==> src/rtl/rf_wb_arbiter_if.sv <==
// rtl/rf_wb_arbiter_if.sv - writeback request/response bundle for rf_wb_arbiter
interface rf_wb_arbiter_if #(
   parameter int FIFO_DEPTH = 4,
   parameter int DATA_W     = 32
);
   localparam int CW = $clog2(FIFO_DEPTH) + 1;

   logic              A_valid;
   logic [4:0]        A_addr;
   logic [DATA_W-1:0] A_data;
   logic              L_valid;
   logic              L_ready;
   logic [4:0]        L_addr;
   logic [DATA_W-1:0] L_data;
   logic              RF_W;
   logic [4:0]        Rdc;
   logic [DATA_W-1:0] Rd;
   logic [31:0]       Pend;
   logic [CW-1:0]     L_cnt;

   // Requester side: produces writeback requests, observes the register-file port
   modport master (
      output A_valid, A_addr, A_data, L_valid, L_addr, L_data,
      input  L_ready, RF_W, Rdc, Rd, Pend, L_cnt
   );

   // Arbiter side
   modport slave (
      input  A_valid, A_addr, A_data, L_valid, L_addr, L_data,
      output L_ready, RF_W, Rdc, Rd, Pend, L_cnt
   );
endinterface

==> src/rtl/rf_wb_arbiter.sv <==
// rtl/rf_wb_arbiter.sv - register-file writeback arbiter, primary path plus long-latency FIFO (option: RF_WB_SQUASH_EN)
module rf_wb_arbiter #(
   parameter int FIFO_DEPTH = 4,
   parameter int DATA_W     = 32
) (
   input  logic          WB_clk,
   input  logic          WB_rst,
   rf_wb_arbiter_if.slave wb
);
   localparam int PW = $clog2(FIFO_DEPTH);
   localparam int CW = PW + 1;
   localparam logic [CW-1:0] FULL = CW'(FIFO_DEPTH);

   logic [4:0]        addr_q [FIFO_DEPTH];
   logic [DATA_W-1:0] data_q [FIFO_DEPTH];
   logic [FIFO_DEPTH-1:0] vld_q;
   logic [PW-1:0]     wr_ptr_q, rd_ptr_q;
   logic [CW-1:0]     cnt_q, cnt_d;
   logic              rf_w_q, rf_w_d;
   logic [4:0]        rdc_q, rdc_d;
   logic [DATA_W-1:0] rd_q, rd_d;
   logic [31:0]       pend;

   logic a_fire, l_ready, push, pop;

   // The primary path always wins; the FIFO only pops in cycles without a real primary write
   assign a_fire  = wb.A_valid && (wb.A_addr != 5'd0);
   assign l_ready = (cnt_q < FULL);
   assign push    = wb.L_valid && l_ready && (wb.L_addr != 5'd0);
   assign pop     = !a_fire && (cnt_q != '0);

   assign wb.L_ready = l_ready;
   assign wb.RF_W    = rf_w_q;
   assign wb.Rdc     = rdc_q;
   assign wb.Rd      = rd_q;
   assign wb.Pend    = pend;
   assign wb.L_cnt   = cnt_q;

   // Pending mask: one-hot of every still-valid queued destination
   always_comb begin
      pend = '0;
      for (int i = 0; i < FIFO_DEPTH; i++) begin
         if (vld_q[i]) pend[addr_q[i]] = 1'b1;
      end
      pend[0] = 1'b0;
   end

   // Issue selection and occupancy next-state
   always_comb begin
      rf_w_d = 1'b0;
      rdc_d  = rdc_q;
      rd_d   = rd_q;
      cnt_d  = cnt_q;
      if (a_fire) begin
         rf_w_d = 1'b1;
         rdc_d  = wb.A_addr;
         rd_d   = wb.A_data;
      end else if (pop && vld_q[rd_ptr_q]) begin
         rf_w_d = 1'b1;
         rdc_d  = addr_q[rd_ptr_q];
         rd_d   = data_q[rd_ptr_q];
      end
      case ({push, pop})
         2'b10:   cnt_d = cnt_q + 1'b1;
         2'b01:   cnt_d = cnt_q - 1'b1;
         default: cnt_d = cnt_q;
      endcase
   end

   // FIFO storage, pointers and registered write port
   always_ff @(posedge WB_clk or posedge WB_rst) begin
      if (WB_rst) begin
         for (int i = 0; i < FIFO_DEPTH; i++) begin
            addr_q[i] <= '0;
            data_q[i] <= '0;
         end
         vld_q    <= '0;
         wr_ptr_q <= '0;
         rd_ptr_q <= '0;
         cnt_q    <= '0;
         rf_w_q   <= 1'b0;
         rdc_q    <= '0;
         rd_q     <= '0;
      end else begin
`ifdef RF_WB_SQUASH_EN
         // A younger primary write makes queued writes to the same register stale
         if (a_fire) begin
            for (int i = 0; i < FIFO_DEPTH; i++) begin
               if (addr_q[i] == wb.A_addr) vld_q[i] <= 1'b0;
            end
         end
`endif
         if (pop) begin
            vld_q[rd_ptr_q] <= 1'b0;
            rd_ptr_q        <= rd_ptr_q + 1'b1;
         end
         // Push last so a same-cycle entry is never squashed or cleared
         if (push) begin
            addr_q[wr_ptr_q] <= wb.L_addr;
            data_q[wr_ptr_q] <= wb.L_data;
            vld_q[wr_ptr_q]  <= 1'b1;
            wr_ptr_q         <= wr_ptr_q + 1'b1;
         end
         cnt_q  <= cnt_d;
         rf_w_q <= rf_w_d;
         rdc_q  <= rdc_d;
         rd_q   <= rd_d;
      end
   end
endmodule

==> src/flat_wrapper.sv <==
// flat-port wrapper written by rule: the top's interface ports become plain ports
module rf_wb_arbiter_flat 
#(
   parameter int FIFO_DEPTH = 4,
   parameter int DATA_W     = 32
)
  (WB_clk, WB_rst, wb_A_valid, wb_A_addr, wb_A_data, wb_L_valid, wb_L_addr, wb_L_data, wb_L_ready, wb_RF_W, wb_Rdc, wb_Rd, wb_Pend, wb_L_cnt);
  rf_wb_arbiter_if #(.FIFO_DEPTH(FIFO_DEPTH), .DATA_W(DATA_W)) wb_i ();
  input  logic WB_clk;
  input  logic WB_rst;
  input wire logic [$bits(wb_i.A_valid)-1:0] wb_A_valid;
  input wire logic [$bits(wb_i.A_addr)-1:0] wb_A_addr;
  input wire logic [$bits(wb_i.A_data)-1:0] wb_A_data;
  input wire logic [$bits(wb_i.L_valid)-1:0] wb_L_valid;
  input wire logic [$bits(wb_i.L_addr)-1:0] wb_L_addr;
  input wire logic [$bits(wb_i.L_data)-1:0] wb_L_data;
  output wire logic [$bits(wb_i.L_ready)-1:0] wb_L_ready;
  output wire logic [$bits(wb_i.RF_W)-1:0] wb_RF_W;
  output wire logic [$bits(wb_i.Rdc)-1:0] wb_Rdc;
  output wire logic [$bits(wb_i.Rd)-1:0] wb_Rd;
  output wire logic [$bits(wb_i.Pend)-1:0] wb_Pend;
  output wire logic [$bits(wb_i.L_cnt)-1:0] wb_L_cnt;
  assign wb_i.A_valid = wb_A_valid;
  assign wb_i.A_addr = wb_A_addr;
  assign wb_i.A_data = wb_A_data;
  assign wb_i.L_valid = wb_L_valid;
  assign wb_i.L_addr = wb_L_addr;
  assign wb_i.L_data = wb_L_data;
  assign wb_L_ready = wb_i.L_ready;
  assign wb_RF_W = wb_i.RF_W;
  assign wb_Rdc = wb_i.Rdc;
  assign wb_Rd = wb_i.Rd;
  assign wb_Pend = wb_i.Pend;
  assign wb_L_cnt = wb_i.L_cnt;
  rf_wb_arbiter #(.FIFO_DEPTH(FIFO_DEPTH), .DATA_W(DATA_W)) u_core (.WB_clk(WB_clk), .WB_rst(WB_rst), .wb(wb_i));
endmodule
==> config.mk <==
export PLATFORM = sky130hd
export DESIGN_NAME = rf_wb_arbiter_flat
export DESIGN_NICKNAME = d
export VERILOG_FILES = /design/src/rtl/rf_wb_arbiter_if.sv /design/src/rtl/rf_wb_arbiter.sv /design/src/flat_wrapper.sv
export SDC_FILE = /design/constraint.sdc
export NUM_CORES = 1
export LEC_CHECK = 0
export ABC_AREA = 1
export ABC_CLOCK_PERIOD_IN_PS = 14500
export BUFFER_PORTS_ARGS = -buffer_cell sky130_fd_sc_hd__clkbuf_2
export CORE_MARGIN = 4
export CORE_UTILIZATION = 61
export CTS_BUF_LIST = sky130_fd_sc_hd__clkbuf_4
export DETAILED_ROUTE_END_ITERATION = 16
export PLACE_DENSITY = 0.84
export REMOVE_ABC_BUFFERS = 1
export SLEW_MARGIN = 5
export SYNTH_ARGS = -nofsm -noshare
export SYNTH_HDL_FRONTEND = slang
export SYNTH_SLANG_ARGS = --single-unit
export TNS_END_PERCENT = 1
==> constraint.sdc <==
create_clock -name WB_clk -period 14.5 [get_ports WB_clk]
set_input_delay 2.9 -clock WB_clk [delete_from_list [all_inputs] [get_ports WB_clk]]
set_output_delay 2.9 -clock WB_clk [all_outputs]
set_load 0.005 [all_outputs]
==> reports/qor.txt, run 1 <==
max cap viols: 0
Cells after DPL: 1770
worst-path cell chain: clkbuf_2 > nor2_1 > nand3b_1 > buf_4 > nand2_4 > nand2_1 > inv_2 > ha_1 > inv_1 > fa_1 > a21oi_1 > o21ai_0 > xor2_1
antenna violations before repair: 1
Yosys reg bits: 197
GR peak layer: met2
fin crit share: 0.362
Area Overhead vs Synth: 8.12%
Worst-Skew Late Latency: 0.56 ns
Worst R2R Start: u_core.rd_ptr_q[0]
CTS Sinks: 197
1st-pass router iterations: 6
CP arrival: 5.70 ns
synth top area cells: dfrtp_1 (45%), nand2_1 (18%), nand3_1 (9.4%)
CP max stage cell: nand2_4
Global Route met3 Usage: 0.0407
Startpoint Class: primary input
Yosys top cell area share: 0.447
# setup viols final: 0
via count: 10000
CTS tree: yes
Final Max Slew Viols: 0
critical path class: in2reg
worst relative slew slack: 0.303
CTS Hold Buffers Added: 0
global placement routability congestion: 1.01
cts bufs inserted: 17
total grt overflow: 0
PortBufs: 150
postcts setup bufs: 0
Mapped Cells: 1464
Crit path required time: 14.95 ns
final hold slack: 0.508 ns
commonest non-fill, non-tap cell in the layout: nand2_1
reg2reg end: u_core.wb.Rd[3]
Post-Route WL: 28600 microns
HPWL Detailed: 18400 microns
post_cts resized: 0
routed length per placed instance: 15.9 microns
Synth Area per Inst: 7.53 sq um
vias in the first global route: 9683
achievable clock frequency: 191 MHz
final std cells w/o fill: 1802
Setup crit end kind: flip-flop
commonest non-fill, non-tap cells in the layout: nand2_1 (518), nand3_1 (207), dfrtp_1 (196)
Mapped Area: 11000 sq um
post-synthesis cell type count: 31
Leak: 6.27 nW
unrepaired setup endpoints after global routing: no
htree depth: 4
min-delay worst type: reg2reg
number of synthesized flops with an enable pin: 0
DRC viols: 0
met1 usage: 0.397
vias per inst: 5.57
Worst Hold Launch: u_core.wb.L_cnt[0]
status: completed
worst r2r path cells: 10
Iter 0 DRT Violations: 927
largest net degree at the start of global routing: 115
PwrDens: 215 nW/um^2
total die area: 20300 sq um
row count: 48
Die Y: 142 microns
leading area contributor after synthesis: dfrtp_1
post-layout util: 0.682
io pins: 152
Worst Hold End: u_core.wb.L_cnt[0]
Hold Vio Cnt, Final: 0
Async S/R FF share, synth: 1.00
chip width: 142 microns
hold path cells: 1
Clock Skew: 0.0252 ns
TNS Setup: 0 ns
first-pass GRT wire length: 48000 microns
maximum clock path buffer count: 2
Final nets: 1652
CTS clock-pin slew for the worst setup and hold paths: 0.16 ns
Period minus WS final: 5.24 ns
Max IR drop VDD: 0.000160 V
global-route usage over all layers: 0.291
area of the core: 17500 sq um
FF-to-FF setup slack: 10.77 ns
ys flop type: dfrtp_1
met2 Use GR: 0.477
antenna-violating nets left: 0
Slew @ Worst Pin: 1.05 ns
Clock Tree Root: clkbuf_4
post-synthesis sequential area ratio: 0.447
YS warnings: 0
share of cells above drive strength 1: 0.183
Worst path max stage delay: 0.71 ns
Starting Density: 0.631
crit-path max FO: 80
## cell usage after synthesis, types with 10 or more instances
| cell | instances |
|---|---|
| nand2_1 | 518 |
| nand3_1 | 208 |
| dfrtp_1 | 197 |
| inv_1 | 181 |
| o21ai_2 | 73 |
| o21ai_1 | 47 |
| nor2_1 | 46 |
| buf_2 | 32 |
| o21ai_0 | 30 |
| buf_6 | 27 |
| clkbuf_1 | 14 |
| o22ai_1 | 12 |
| or2_2 | 11 |
| o221ai_1 | 10 |
## area by class of cell
class | count | area [sq um]
multi-input cells | 1003 | 4850
fillers | 1434 | 5550
repair buffers | 162 | 841
clock buffers | 20 | 150
flip-flops and latches | 197 | 4930
inverters | 183 | 694
clock inverters | 11 | 174
well taps | 225 | 282
diodes | 1 | 2.50
## worst max-delay path: cells and delay by family
kind / cells / cell delay (ns)
buffers and inverters: 4 / 0.58
AO/OA/AOI/OAI: 2 / 0.27
adder cells (fa/ha/maj): 2 / 0.52
XOR/XNOR: 1 / 0.17
AND/OR/NAND/NOR: 4 / 1.22
## how the worst max path moves through the flow
stage | from | end | slack (ns) | depth (start not counted)
after floorplan | WB_rst | u_core.addr_q[0] | 6.23 | 1
final | wb_A_addr[1] | u_core.wb.L_cnt[2] | 9.26 | 13
after CTS | wb_A_addr[1] | u_core.wb.L_cnt[2] | 9.30 | 13
after global placement | wb_A_addr[1] | u_core.wb.L_cnt[2] | 8.77 | 13
after global routing | wb_A_addr[1] | u_core.wb.L_cnt[2] | 9.06 | 13
after detailed placement | wb_A_addr[1] | u_core.wb.L_cnt[2] | 8.67 | 13
## registers in the layout, indices dropped and copies added (netlist names)
name             flops
u_core.wr_ptr_q      2
u_core.wb.Rd        32
u_core.wb.Rdc        5
u_core.rd_ptr_q      2
u_core.wb.L_cnt      3
u_core.addr_q       20
u_core.wb.RF_W       1
u_core.vld_q         4
u_core.data_q      128
## power by group
group / internal (mW) / switching (mW)
combinational: 0.442 / 0.836
clock: 0.143 / 0.183
sequential: 0.821 / 0.133
## per-stage QoR
step           power (mW)  worst slack (ns)  area, sq um
6_report             2.56              9.26        11900
5_1_grt              2.79              9.06        11900
4_1_cts              2.56              9.30        11900
3_5_place_dp         2.24              8.67        11600
3_3_place_gp         2.18              8.77        11600
2_1_floorplan        1.83              6.23        10500
## cell families after synthesis
kind of cell	share of synthesized area
XOR/XNOR	0.00318
buffers and inverters	0.114
flip-flops	0.447
AND/OR/NAND/NOR	0.301
AO/OA/AOI/OAI	0.123
adder cells (fa/ha/maj)	0.0120
other	0.000340
## metal layers
layer  wire [microns]  vias to the layer above
li1                 -                     4837
met1            12000                     4718
met2            13600                      417
met3             2240                       61
met4              765                        0
met5                0                        -
No activity file was read; power rests on OpenSTA's default activity.
==> run 2: changes to the inputs <==
--- a/config.mk
+++ b/config.mk
@@ -6,13 +6,13 @@
 export NUM_CORES = 1
 export LEC_CHECK = 0
 export ABC_AREA = 1
-export ABC_CLOCK_PERIOD_IN_PS = 14500
+export ABC_CLOCK_PERIOD_IN_PS = 5200
 export BUFFER_PORTS_ARGS = -buffer_cell sky130_fd_sc_hd__clkbuf_2
 export CORE_MARGIN = 4
-export CORE_UTILIZATION = 61
+export CORE_UTILIZATION = 60
 export CTS_BUF_LIST = sky130_fd_sc_hd__clkbuf_4
 export DETAILED_ROUTE_END_ITERATION = 16
-export PLACE_DENSITY = 0.84
+export PLACE_DENSITY = 0.83
 export REMOVE_ABC_BUFFERS = 1
 export SLEW_MARGIN = 5
 export SYNTH_ARGS = -nofsm -noshare
==> constraint.sdc (replaced) <==
create_clock -name WB_clk -period 5.2 [get_ports WB_clk]
set_input_delay 1.04 -clock WB_clk [delete_from_list [all_inputs] [get_ports WB_clk]]
set_output_delay 1.04 -clock WB_clk [all_outputs]
set_load 0.005 [all_outputs]
==> run 2 against run 1 <==
  * Power rose to 2.8 times the previous value
  * Sequential cell count did not move
  * First-iteration DRC count fell by 18%
  * Clock skew fell by 0.0040 ns
  * Design area rose by 0.23%
  * Clock power rose to 2.8 times the previous value
  * Sequential power rose to 2.9 times the previous value
  * Non-clock buffer count rose by 2
  * Via count rose by 0.41%
==> reports/qor.txt, run 2 (synthesized netlist as in run 1, its figures left out) <==
status: completed
io pins: 152 (unchanged)
most frequent cell on the critical path: nand2_1
GR peak layer: met2
design area: 12000 sq um (+0.23%)
worst-path cell chain: inv_2 > nand2_1 > nand3_1 > nand3_2 > nand2_2 > nand2_1 > nand2_1
area of the core: 18000 sq um (+3.1%)
total die area: 20600 sq um (+1.6%)
vias per inst: 5.56 (-0.15%)
CTS Hold Buffers Added: 0 (unchanged)
CTS tree: yes
Slew @ Worst Pin: 1.01 ns (-0.0357 ns)
Cell Area, Placed: 11600 sq um (+0.19%)
worst relative slew slack: 0.326 (+0.0238)
Post-Route WL: 29300 microns (+2.2%)
total grt overflow: 0 (unchanged)
maximum clock path buffer count: 2 (unchanged)
CP max stage cell: dfrtp_2
crit-path max FO: 51 (-36%)
post_cts resized: 0 (unchanged)
CP arrival: 3.94 ns (-1.76 ns)
commonest non-fill, non-tap cell in the layout: nand2_1
share of cells above drive strength 1: 0.184 (+0.000401)
post-route setup slack: 1.75 ns (-7.51 ns)
DRC viols: 0 (unchanged)
Die Y: 144 microns (+0.78%)
Worst-Skew Late Latency: 0.59 ns (+0.03 ns)
Final nets: 1654 (+0.12%)
max cap viols: 0 (unchanged)
multi-input logic area: 4850 sq um (about the same)
Placement Setup Slack: 1.84 ns (-6.83 ns)
antenna violations before repair: 2 (+1)
Clock Skew: 0.0212 ns (-0.00400 ns)
Clock Tree Root: clkbuf_4
HPWL Detailed: 19400 microns (+5.3%)
global-route usage over all layers: 0.293 (+0.00209)
CTS Sinks: 197 (unchanged)
critical path class: reg2reg
min-delay worst type: reg2reg
postcts setup bufs: 0 (unchanged)
PwrDens: 598 nW/um^2 (+180%)
Final Max Slew Viols: 0 (unchanged)
Largest Register: u_core.data_q
chip width: 144 microns (+0.78%)
global placement routability congestion: 0.978 (-2.9%)
vias in the first global route: 9655 (-0.29%)
Period minus WS final: 3.45 ns
Global Route met3 Usage: 0.0539 (+0.0133)
largest net degree at the start of global routing: 145 (+26%)
Flop pwr share: 0.380 (+0.007)
P_int: 3.90 mW (+180%)
Setup crit end kind: flip-flop
antenna-violating nets left: 0 (unchanged)
Starting Density: 0.612 (-0.0192)
row count: 49 (+2.1%)
first-pass GRT wire length: 48300 microns (+0.81%)
Iter 0 DRT Violations: 762 (-18%)
Pwr Total: 7.14 mW (+180%)
sw power: 3.24 mW (+180%)
achievable clock frequency: 290 MHz
Startpoint Class: flip-flop
proportion of power drawn by combinational gates: 0.493 (-0.007)
Hold Vio Cnt, Final: 0 (unchanged)
CTS clock-pin slew for the worst setup and hold paths: 0.16 ns (about the same)
unrepaired setup endpoints after global routing: no
Crit path required time: 5.69 ns (-9.26 ns)
Area Overhead vs Synth: 8.37%
sw frac: 0.454 (+0.00376)
max FFs per register: 128 (unchanged)
Worst path max stage delay: 1.04 ns (+0.33 ns)
met2 Use GR: 0.489 (+0.0128)
Filler Cell Count: 1540 (+7.4%)
Storage cell area: 4930 sq um (unchanged)
Leak: 6.28 nW (+0.18%)
1st-pass router iterations: 5 (-1)
PortBufs: 150 (unchanged)
commonest non-fill, non-tap cells in the layout: nand2_1 (517), nand3_1 (207), dfrtp_1 (196)
Max IR drop VDD: 0.000292 V (+83%)
# setup viols final: 0 (unchanged)
via count: 10100 (+0.41%)
cts bufs inserted: 17 (unchanged)
htree depth: 4 (unchanged)
TNS Setup: 0 ns (unchanged)
met1 usage: 0.386 (-0.0109)
Clk pwr share: 0.127 (about the same)
fin crit share: 0.664
routed length per placed instance: 16.1 microns (+1.6%)
-- run 2: final timing paths --
kind / from / end / slack [ns] / cells after the start
max: u_core.rd_ptr_q[0] / u_core.wb.Rd[19] / 1.75 / 7
min: u_core.wb.L_cnt[0] / u_core.wb.L_cnt[0] / 0.52 / 1
max reg2reg: u_core.rd_ptr_q[0] / u_core.wb.Rd[19] / 1.75 / 7
min reg2reg: u_core.wb.L_cnt[0] / u_core.wb.L_cnt[0] / 0.52 / 1
max in group asynchronous: WB_rst / u_core.wb.Rdc[2] / 3.54 / 3
min in group asynchronous: WB_rst / u_core.data_q[1] / 0.63 / 2
-- run 2: per-stage QoR --
step,hold slack (ns),instances,util
2_1_floorplan,0.486,1383,-
3_3_place_gp,0.488,1776,0.645
3_5_place_dp,0.495,1776,0.645
4_1_cts,0.521,1807,0.662
5_1_grt,0.545,1812,0.663
6_report,0.520,1812,0.663
-- run 2: power groups by stage --
stage               combinational (mW)  clock, mW  sequential [mW]
finish                            3.52      0.904             2.72
global route                      4.00      0.977             2.80
CTS                               3.52      0.912             2.71
detailed placement                3.51          0             2.74
global placement                  3.39          0             2.71
floorplan                         2.42          0             2.69
-- run 2: critical path, delay by kind of cell (launching register included) --
family / cells / cell delay (ns)
and+or+nand+nor: 6 / 1.88
buffers and inverters: 1 / 0.39
DFF: 1 / 1.04
-- run 2: area by class of cell --
type                            count  share of cell area
Multi-Input combinational cell   1003               0.406
Antenna cell                        5             0.00105
Timing Repair Buffer              164              0.0716
Sequential cell                   197               0.413
Clock inverter                     13              0.0154
Clock buffer                       18              0.0113
Tap cell                          229              0.0240
Inverter                          183              0.0581
-- run 2: routing by layer --
| layer | part of all wire | up-vias | routed length, microns |
|---|---|---|---|
| met2 | 0.49 | 389 | 14200 |
| met5 | 0.00041 | - | 12 |
| li1 | - | 4846 | - |
| met3 | 0.075 | 59 | 2190 |
| met4 | 0.023 | 2 | 684 |
| met1 | 0.42 | 4778 | 12200 |
==> run 3: changes to the inputs <==
--- a/config.mk
+++ b/config.mk
@@ -6,13 +6,13 @@
 export NUM_CORES = 1
 export LEC_CHECK = 0
 export ABC_AREA = 1
-export ABC_CLOCK_PERIOD_IN_PS = 5200
+export ABC_CLOCK_PERIOD_IN_PS = 2900
 export BUFFER_PORTS_ARGS = -buffer_cell sky130_fd_sc_hd__clkbuf_2
 export CORE_MARGIN = 4
-export CORE_UTILIZATION = 60
+export CORE_UTILIZATION = 54
 export CTS_BUF_LIST = sky130_fd_sc_hd__clkbuf_4
 export DETAILED_ROUTE_END_ITERATION = 16
-export PLACE_DENSITY = 0.83
+export PLACE_DENSITY = 0.79
 export REMOVE_ABC_BUFFERS = 1
 export SLEW_MARGIN = 5
 export SYNTH_ARGS = -nofsm -noshare
==> constraint.sdc (replaced) <==
create_clock -name WB_clk -period 2.9 [get_ports WB_clk]
set_input_delay 0.58 -clock WB_clk [delete_from_list [all_inputs] [get_ports WB_clk]]
set_output_delay 0.58 -clock WB_clk [all_outputs]
set_load 0.005 [all_outputs]
==> run 3 against run 2 <==
  * Wire length rose by 0.58%
  * Critical path depth fell by 2
  * Clock skew fell by 0.0029 ns
  * Global-route usage fell by 2.8 points
  * Die area rose by 10%
  * Critical path type is now reg2out
==> reports/qor.txt, run 3 (synthesized netlist as in run 1, its figures left out) <==
CP max stage cell: dfrtp_1
row count: 52 (+6.1%)
worst r2r path cells: 8 (+1)
commonest non-fill, non-tap cell in the layout: nand2_1
Setup crit end kind: output port
Clock Tree Root: clkbuf_4
Area Overhead vs Synth: 9.43%
unrepaired setup endpoints after global routing: no
post_cts resized: 0 (unchanged)
Iter 0 DRT Violations: 840 (+10%)
crit-path max FO: 7 (-86%)
final std cells w/o fill: 1854 (+2.3%)
Slew @ Worst Pin: 0.841 ns (-0.169 ns)
Cells after DPL: 1821 (+2.5%)
Cell Area, Placed: 11800 sq um (+1.3%)
Clock Skew: 0.0183 ns (-0.00294 ns)
PwrDens: 1060 nW/um^2 (+78%)
CP bufs+invs: 2 (+1)
area of the core: 20200 sq um (+12%)
Post-Route WL: 29400 microns (+0.58%)
vias in the first global route: 9548 (-1.1%)
HPWL Detailed: 19600 microns (+0.96%)
Final nets: 1658 (+0.24%)
Crit path required time: 2.32 ns (-3.37 ns)
CTS tree: yes
Final Max Slew Viols: 0 (unchanged)
io pins: 152 (unchanged)
Worst-Skew Late Latency: 0.58 ns (about the same)
Starting Density: 0.547 (-0.0650)
CTS Hold Buffers Added: 0 (unchanged)
global placement routability congestion: 0.967 (-1.2%)
CTS clock-pin slew for the worst setup and hold paths: 0.16 ns (about the same)
Leak: 6.30 nW (+0.30%)
first-pass GRT wire length: 48300 microns (-0.16%)
CTS Sinks: 197 (unchanged)
CP arrival: 2.08 ns (-1.86 ns)
vias per inst: 5.35 (-3.8%)
Max IR drop VDD: 0.000596 V (+100%)
htree depth: 4 (unchanged)
PortBufs: 150 (unchanged)
total grt overflow: 0 (unchanged)
cts bufs inserted: 17 (unchanged)
worst relative slew slack: 0.439 (+0.113)
global-route usage over all layers: 0.264 (-0.0281)
critical path class: reg2out
chip width: 151 microns (+5.1%)
maximum clock path buffer count: 2 (unchanged)
post-layout util: 0.598 (-0.0647)
largest net degree at the start of global routing: 81 (-44%)
total die area: 22800 sq um (+10%)
CP delay by family, top: simple AND/OR/NAND/NOR gates
antenna violations before repair: 2 (unchanged)
commonest non-fill, non-tap cells in the layout: nand2_1 (518), nand3_1 (207), dfrtp_1 (196)
final hold slack: 0.0506 ns (-0.469 ns)
postcts setup bufs: 0 (unchanged)
worst-path cell chain: inv_1 > nand3_1 > or2_2 > o211ai_1 > clkbuf_2
achievable clock frequency: 377 MHz
min-delay worst type: in2async
status: completed
DRC viols: 0 (unchanged)
share of cells above drive strength 1: 0.186 (+0.00206)
Largest Register: u_core.data_q
Period minus WS final: 2.66 ns
Hold Vio Cnt, Final: 0 (unchanged)
TNS Setup: 0 ns (unchanged)
1st-pass router iterations: 5 (unchanged)
Worst path depth: 5 (-2)
antenna-violating nets left: 0 (unchanged)
# setup viols final: 0 (unchanged)
Worst path max stage delay: 0.43 ns (-0.61 ns)
design area: 12100 sq um (+0.97%)
Die Y: 151 microns (+5.1%)
max cap viols: 0 (unchanged)
routed length per placed instance: 15.9 microns (-1.7%)
via count: 9915 (-1.6%)
fin crit share: 0.916
max FFs per register: 128 (unchanged)
Startpoint Class: flip-flop
-- run 3: area by class of cell --
| cell class | instances | area [sq um] |
|---|---|---|
| Inverter | 183 | 694 |
| Sequential cell | 197 | 4930 |
| Fill cell | 1848 | 8100 |
| Tap cell | 270 | 338 |
| Antenna cell | 2 | 5.00 |
| Multi-Input combinational cell | 1003 | 4850 |
| Clock buffer | 17 | 128 |
| Clock inverter | 14 | 161 |
| Timing Repair Buffer | 168 | 961 |
-- run 3: power by group --
group | switching [mW] | internal, mW | total, mW
clock | 0.924 | 0.587 | 1.51
combinational | 4.24 | 2.27 | 6.52
sequential | 0.690 | 4.10 | 4.79
total | 5.86 | 6.96 | 12.8
-- run 3: worst paths after layout --
check | start | to | slack (ns)
min in group WB_clk | wb_L_data[13] | u_core.data_q[45] | 0.25
worst min-delay path | WB_rst | u_core.data_q[3] | 0.05
max in group asynchronous | WB_rst | u_core.data_q[19] | 2.07
worst max register to register | u_core.rd_ptr_q[0] | u_core.wb.Rd[7] | 0.79
worst max-delay path | u_core.addr_q[15] | wb_Pend[4] | 0.24
worst min register to register | u_core.wb.L_cnt[0] | u_core.wb.L_cnt[0] | 0.52
-- run 3: layer usage --
metal / part of all wire / global-route usage / vias up
met5: 0 / 0 / -
met3: 0.072 / 0.0476 / 42
met4: 0.018 / 0.0852 / 0
met2: 0.48 / 0.438 / 342
met1: 0.43 / 0.355 / 4682
li1: - / - / 4849
-- run 3: through the flow --
step / setup slack, ns / power (mW)
after global routing: 0.107 / 14.0
after detailed placement: 0.349 / 11.4
final: 0.244 / 12.8
after CTS: 0.204 / 12.9
after floorplan: -3.05 / 9.17
after global placement: 0.407 / 11.1
